[src/rtl/fpu_seq.sv]
// ----------------------------------------------------------------------------
// fpu_seq
// Multi-cycle FPU issue sequencer. Accepts one FP operation per valid/ready
// handshake and registers its opcode and operands onto the shared FP units.
// Those registers hold steady for a per-class latency. The unit result is then
// captured and returned with the caller's tag through a valid/ready output.
//
// Ports
//   clk, rst        clock; asynchronous active-high reset
//   in_valid/ready  request handshake (in_op, in_src0/1, in_tag)
//   flush           synchronous discard of any in-flight or held operation
//   unit_op/src0/1  registered op/operands to the FP units (stable in EXEC)
//   unit_res        FP unit result, selected externally by unit_op
//   out_valid/ready result handshake (out_result, out_tag, out_illegal)
//   busy            sequencer not idle
//   ops_done        completed output handshakes, wraps modulo 2^CNT_W
// ----------------------------------------------------------------------------
module fpu_seq #(
    parameter int TAG_W    = 4,
    parameter int CNT_W    = 32,
    parameter int LAT_ADD  = 2,
    parameter int LAT_MUL  = 2,
    parameter int LAT_DIV  = 4,
    parameter int LAT_SQRT = 4,
    parameter int LAT_CVT  = 2,
    parameter int LAT_MISC = 1
) (
    input  logic             clk,
    input  logic             rst,
    input  logic             in_valid,
    output logic             in_ready,
    input  logic [3:0]       in_op,
    input  logic [31:0]      in_src0,
    input  logic [31:0]      in_src1,
    input  logic [TAG_W-1:0] in_tag,
    input  logic             flush,
    output logic [3:0]       unit_op,
    output logic [31:0]      unit_src0,
    output logic [31:0]      unit_src1,
    input  logic [31:0]      unit_res,
    output logic             out_valid,
    input  logic             out_ready,
    output logic [31:0]      out_result,
    output logic [TAG_W-1:0] out_tag,
    output logic             out_illegal,
    output logic             busy,
    output logic [CNT_W-1:0] ops_done
);

    typedef enum logic [1:0] {
        S_IDLE = 2'd0,
        S_EXEC = 2'd1,
        S_DONE = 2'd2
    } state_e;

    typedef enum logic [3:0] {
        OP_ADD   = 4'd0,
        OP_SUB   = 4'd1,
        OP_MUL   = 4'd2,
        OP_DIV   = 4'd3,
        OP_SQRT  = 4'd4,
        OP_SGNJ  = 4'd5,
        OP_SGNJN = 4'd6,
        OP_SGNJX = 4'd7,
        OP_FEQ   = 4'd8,
        OP_FLE   = 4'd9,
        OP_FLT   = 4'd10,
        OP_CVTWS = 4'd11,
        OP_CVTSW = 4'd12
    } op_e;

    state_e           r_state;
    state_e           w_next;
    logic [3:0]       r_cnt;
    logic [3:0]       r_unit_op;
    logic [31:0]      r_unit_src0;
    logic [31:0]      r_unit_src1;
    logic [31:0]      r_out_result;
    logic [TAG_W-1:0] r_out_tag;
    logic             r_out_illegal;
    logic [CNT_W-1:0] r_ops_done;

    logic             w_accept;
    logic             w_out_hs;
    logic             w_in_illegal;
    logic             w_is_cmp;
    logic [3:0]       w_lat;

    function automatic logic [3:0] f_lat(input logic [3:0] op);
        case (op)
            OP_ADD, OP_SUB:     f_lat = 4'(LAT_ADD);
            OP_MUL:             f_lat = 4'(LAT_MUL);
            OP_DIV:             f_lat = 4'(LAT_DIV);
            OP_SQRT:            f_lat = 4'(LAT_SQRT);
            OP_CVTWS, OP_CVTSW: f_lat = 4'(LAT_CVT);
            default:            f_lat = 4'(LAT_MISC);
        endcase
    endfunction

    assign w_in_illegal = (in_op > OP_CVTSW);
    assign w_lat        = f_lat(in_op);
    assign w_is_cmp     = (r_unit_op == OP_FEQ) || (r_unit_op == OP_FLE) ||
                          (r_unit_op == OP_FLT);

    // A held result can hand over to a new request in the same cycle it is
    // consumed; flush blocks both directions of the handshake.
    assign in_ready = !flush && ((r_state == S_IDLE) ||
                                 ((r_state == S_DONE) && out_ready));
    assign w_accept = in_valid && in_ready;
    assign w_out_hs = (r_state == S_DONE) && out_ready && !flush;

    always_comb begin
        w_next = r_state;
        case (r_state)
            S_IDLE: begin
                if (w_accept) begin
                    w_next = w_in_illegal ? S_DONE : S_EXEC;
                end
            end
            S_EXEC: begin
                if (r_cnt == 4'd1) begin
                    w_next = S_DONE;
                end
            end
            S_DONE: begin
                if (out_ready) begin
                    if (w_accept) begin
                        w_next = w_in_illegal ? S_DONE : S_EXEC;
                    end else begin
                        w_next = S_IDLE;
                    end
                end
            end
            default: w_next = S_IDLE;
        endcase
        if (flush) begin
            w_next = S_IDLE;
        end
    end

    always_ff @(posedge clk or posedge rst) begin
        if (rst) begin
            r_state       <= S_IDLE;
            r_cnt         <= '0;
            r_unit_op     <= '0;
            r_unit_src0   <= '0;
            r_unit_src1   <= '0;
            r_out_result  <= '0;
            r_out_tag     <= '0;
            r_out_illegal <= 1'b0;
            r_ops_done    <= '0;
        end else begin
            r_state <= w_next;
            if (!flush) begin
                if (w_accept) begin
                    r_out_tag <= in_tag;
                    if (w_in_illegal) begin
                        // Illegal ops never reach the units; unit_* keep the
                        // previous op so the FP datapath sees no spurious change.
                        r_out_result  <= '0;
                        r_out_illegal <= 1'b1;
                    end else begin
                        r_unit_op     <= in_op;
                        r_unit_src0   <= in_src0;
                        r_unit_src1   <= in_src1;
                        r_cnt         <= w_lat;
                        r_out_illegal <= 1'b0;
                    end
                end else if (r_state == S_EXEC) begin
                    r_cnt <= r_cnt - 4'd1;
                    if (r_cnt == 4'd1) begin
                        r_out_result <= w_is_cmp ? {31'b0, unit_res[0]} : unit_res;
                    end
                end
                if (w_out_hs) begin
                    r_ops_done <= r_ops_done + CNT_W'(1);
                end
            end
        end
    end

    assign unit_op     = r_unit_op;
    assign unit_src0   = r_unit_src0;
    assign unit_src1   = r_unit_src1;
    assign out_valid   = (r_state == S_DONE);
    assign out_result  = r_out_result;
    assign out_tag     = r_out_tag;
    assign out_illegal = r_out_illegal;
    assign busy        = (r_state != S_IDLE);
    assign ops_done    = r_ops_done;

endmodule

[config.mk]
export PLATFORM = sky130hd
export DESIGN_NAME = fpu_seq
export DESIGN_NICKNAME = d
export VERILOG_FILES = /design/src/rtl/fpu_seq.sv
export SDC_FILE = /design/constraint.sdc
export NUM_CORES = 1
export LEC_CHECK = 0
export BUFFER_PORTS_ARGS = -buffer_cell sky130_fd_sc_hd__buf_2
export CAP_MARGIN = 20
export CORE_ASPECT_RATIO = 1.2
export CORE_MARGIN = 2
export CORE_UTILIZATION = 45
export DETAILED_ROUTE_END_ITERATION = 10
export PLACE_DENSITY = 0.72
export SLEW_MARGIN = 40
export SYNTH_ARGS = -nofsm -noshare
export SYNTH_HDL_FRONTEND = slang
export SYNTH_SLANG_ARGS = --single-unit
[constraint.sdc]
create_clock -name clk -period 5.87 [get_ports clk]
set_input_delay 1.174 -clock clk [delete_from_list [all_inputs] [get_ports clk]]
set_output_delay 1.174 -clock clk [all_outputs]
set_load 0.01 [all_outputs]
## After elaboration in Yosys (flattened, before gate mapping)

Index checks and enable logic that the tools add are counted.

- Register bits after elaboration: 143
- Input port bits: 109
- Output and inout port bits: 140
- Word-level logic and storage cells: 69

- $add $sub $neg: 2
- $lt $le $gt $ge: 1
- Equality and inequality tests: 17
- Multiplexer cells: 17
- Bitwise gates (word level): 2
- Reduce and logical (&&, ||, !) cells: 21

Operators with widths:

| cell | number |
|---|---|
| $mux 32 | 5 |
| $add 32x1->32 const B | 1 |
| $eq 4x4->1 const B | 5 |
| $mux 2 | 6 |
| $mux 4 | 3 |
| $reduce_and 3->1 | 3 |
| $eq 4x1->1 const B | 2 |
| $eq 4x2->1 const B | 2 |
| $ne 3x3->1 const B | 2 |
| $pmux 2 s3 | 1 |
| $pmux 3 s2 | 1 |
| $reduce_bool 2->1 | 3 |
| $reduce_or 5->1 | 1 |
| $eq 4x3->1 const B | 1 |
| $gt 4x4->1 const B | 1 |
| $logic_and 1x1->1 | 4 |
| $logic_not 4->1 | 1 |
| $reduce_and 2->1 | 2 |
| $reduce_and 4->1 | 1 |
| $sub 4x1->4 const B | 1 |
| $logic_or 1x1->1 | 3 |
| $ne 3x2->1 const B | 1 |
| $eq 2x1->1 const B | 1 |
| $eq 2x2->1 const B | 1 |
| other kinds (7) | 8 |

## Longest topological paths before layout

- Depth after elaboration: 9
- Depth in mapped cells: 7
- Depth with buffers taken out: 6

## Worst setup path before layout

Ideal clock, no wire load.

- Kind: input-to-output
- From: input flush
- To: output in_ready
- Data arrival time: 1.641 ns
- Data required time: 4.696 ns
- Path slack: 3.055 ns
- Stages on the path: 2
- Buffers on the path: 1
- Path through: buf_6 -> nor3_1

- Longest elaborated chain between the ends: 2

RTL lines:

| element | RTL line | RTL |
|---|---|---|
| start: declaration | 36 | `input logic flush,` |
| $logic_not 1->1 | n/a |  |
| $logic_and 1x1->1 | 107 | `assign in_ready = !flush && ((r_state == S_IDLE) \|\|` |
| end: declaration | 31 | `output logic in_ready,` |

No other way between the ends.

## Worst setup path in the final report

Same ends and word-level chain as after synthesis.

==> flow_summary.toml <==
[status]
status = "complete, no violations"

[die]
initial_core_util_pct = 46.2
die_w_um = 110
io_pins = 249
core_um2 = 13200
die_y_um = 132
fp-row-count = 46
die_area_um2 = 14500

[global_route]
gr-usage-met3_pct = 6.40
top_usage_layer = "met2"
antenna_found_initial = 0
gr-usage-met2_pct = 32.5
grt_pass1_vias = 4649
grtUsageMet1_pct = 22.5
grt_max_degree = 98
grt_pass1_wl_mm = 22.0
grt-ovfl-total = 0
grt.total_usage_pct = 19.5

[detailed_routing]
vias = 4502
drt_iter0_markers = 149
wl_per_cell_um = 15.3
wirelength_mm = 14.0
drt-vias-per-instance = 4.93
drtAntennaViolNets = 0
drc = 0
dr.pass1.iters = 4

[placement]
dp_cells = 881
place_ws_ps = 2720
finalWeightedCongestion = 0.815
hpwl_mm = 10.3
io_buffers = 248

[yosys]
synth.avg_cell_area_um2 = 12.8
synth-main-ff-cell = "dfrtp_1"
ys_seq_area_share_pct = 58.6
syn_area_um2 = 6110
ys_seq_elements = 143
ys_warn_count = 0
synthDistinctLibCells = 42
async_reset_ff_share_pct = 100
synth.area.top_cells = "dfrtp_1, mux2_1, mux2i_1, xnor2_1, nand2_1"
synth_edf_count = 0
synth_top_area_share_pct = 58.6
synth_area_leader_cell = "dfrtp_1"
postSynthCellCount = 478
syn_nets = 590

[setup_path]
critical_path_peak_fanout = 9
crit_path_frequent_cell = "buf_2"
critical_path_class = "primary input to primary output"
cpMaxStageDelayCell = "nor3_1"
crit_family = "buffers and inverters"
cp-start-kind = "primary input"
path_buf_inv = 2
required_ps = 4700
critPathCaptureType = "primary output"
path_cells = "buf_2, nor3_1, buf_2"
crit_arrival_ps = 1750
max_stage_delay_ps = 220

[pwr]
p_total_mw = 3.42
ir_worst_vdd_mv = 0.235
leakage_nw = 4.14
powerDensity_nw_per_um2 = 420

[timing]
drv_slew = 0
fin_hold_ws_ps = 484
setup_tns_ps = 0
setup_ws_ps = 2940
rsz0062_at_grt = "no"
clock_skew_ps = 5.97
fmax_ghz = 0.342
hold_viol_final = 0
period_needed_ps = 2930
post-route-period-util_pct = 49.9
worstMarginPinSlew_ps = 673
final-setup-viol-count = 0
slew_headroom_pct = 54.8

[finish]
num_antenna_cells = 0
layout-drive-gt1-share_pct = 40.1
fill_cells = 1087
syn_to_final_growth_pct = 33.5
final_nets = 844
fin_cells = 913

[clock_tree]
clkTransAtPathRegs_ps = 60
cts_hold_buf = 0
clock_latency_ps = 420
post_cts_resized = 0
clk_path_buf_depth = 2
cts_buffers = 17
cts_tree = "built"
clock-sinks = 143
h-tree-depth = 4
cts_setup_buffers = 0
clockRootBuffer = "clkbuf_16"

[run]
max-cap-violations = 0

[hold_path]
hold_path.class = "flop to flop"
==> stage by stage <==
| step | utilization, % | instance area [um2] |
|---|---|---|
| detailed placement | 56.5 | 7480 |
| floorplan | - | 6110 |
| global placement | 56.5 | 7480 |
| global route | 61.6 | 8160 |
| finish | 61.6 | 8160 |
| CTS | 61.6 | 8150 |
==> state kept, by name (all words and copies together), names as in the netlist <==
signal and cells:
ops_done 32, out_result 32, unit_src0 32, unit_src1 32
out_tag 4, r_cnt 4, unit_op 4, r_state 2
out_illegal 1
==> final cells by class <==
| cell class | instances | area, um2 | area share [%] |
|---|---|---|---|
| Clock buffer | 18 | 439 | 5.38 |
| Clock inverter | 14 | 235 | 2.88 |
| Inverter | 40 | 158 | 1.93 |
| Multi-Input combinational cell | 278 | 2260 | 27.8 |
| Sequential cell | 143 | 3580 | 43.9 |
| Tap cell | 168 | 210 | 2.58 |
| Timing Repair Buffer | 252 | 1270 | 15.6 |
==> final timing paths <==
check	to	slack, ps	start	depth (start not counted)
setup / recovery	in_ready	2940	flush	3
hold / removal	unit_src0[21]$_DFFE_PP0P_	480	unit_src0[21]$_DFFE_PP0P_	1
setup reg to reg	ops_done[18]$_DFFE_PP0P_	3620	r_state[0]$_DFFE_PP0P_	4
hold reg to reg	unit_src0[21]$_DFFE_PP0P_	480	unit_src0[21]$_DFFE_PP0P_	1
max in group asynchronous	out_result[30]$_DFFE_PP0P_	3920	rst	3
min in group asynchronous	unit_src0[0]$_DFFE_PP0P_	860	rst	2
==> report_power, final <==
group	total (mW)	internal, mW	switching, mW
clock network	1.22	0.808	0.415
logic	0.814	0.371	0.443
registers	1.39	1.24	0.145
total	3.42	2.42	1.00
==> cell usage after synthesis, types with 3 or more instances <==
cell,count
nor4_4,3
mux2_2,4
and3_1,6
ha_1,3
buf_6,6
nand2_1,52
nor2_1,11
mux2_1,70
buf_2,10
dfrtp_1,143
nand3_1,14
nand4_1,13
nor2b_1,4
mux2i_1,34
a21oi_1,3
xnor2_1,29
nor3_1,3
inv_1,40
xor2_1,3
==> layout by cell type, fill, tap and decap left out, types with 3 or more instances in the layout <==
cell,n
a21oi_1,3
nor2b_1,4
nand3_1,14
nor2_1,11
and3_1,6
nor4_4,3
inv_1,39
nand2_1,52
clkinvlp_4,3
clkinv_2,3
buf_4,3
bufinv_16,6
mux2_2,4
mux2_1,70
dfrtp_1,143
ha_1,3
xor2_1,3
buf_2,248
nor3_1,3
mux2i_1,34
xnor2_1,29
clkbuf_16,17
nand4_1,13
==> layer usage <==
layer / up-vias / wire [um]
met1: 2172 / 5470
met5: - / 0
li1: 2131 / -
met3: 28 / 1060
met2: 171 / 7080
met4: 0 / 381
==> cells by family after synthesis <==
family                     synth area share (%)
adders and majority gates                 0.614
muxes                                      19.2
xor gates and xnor gates                   4.59
buffers and inverters                      4.50
DFF                                        58.6
and+or+nand+nor                            10.6
AOI/OAI and AO/OA                          1.90
Power figures use the tool's default switching activity.
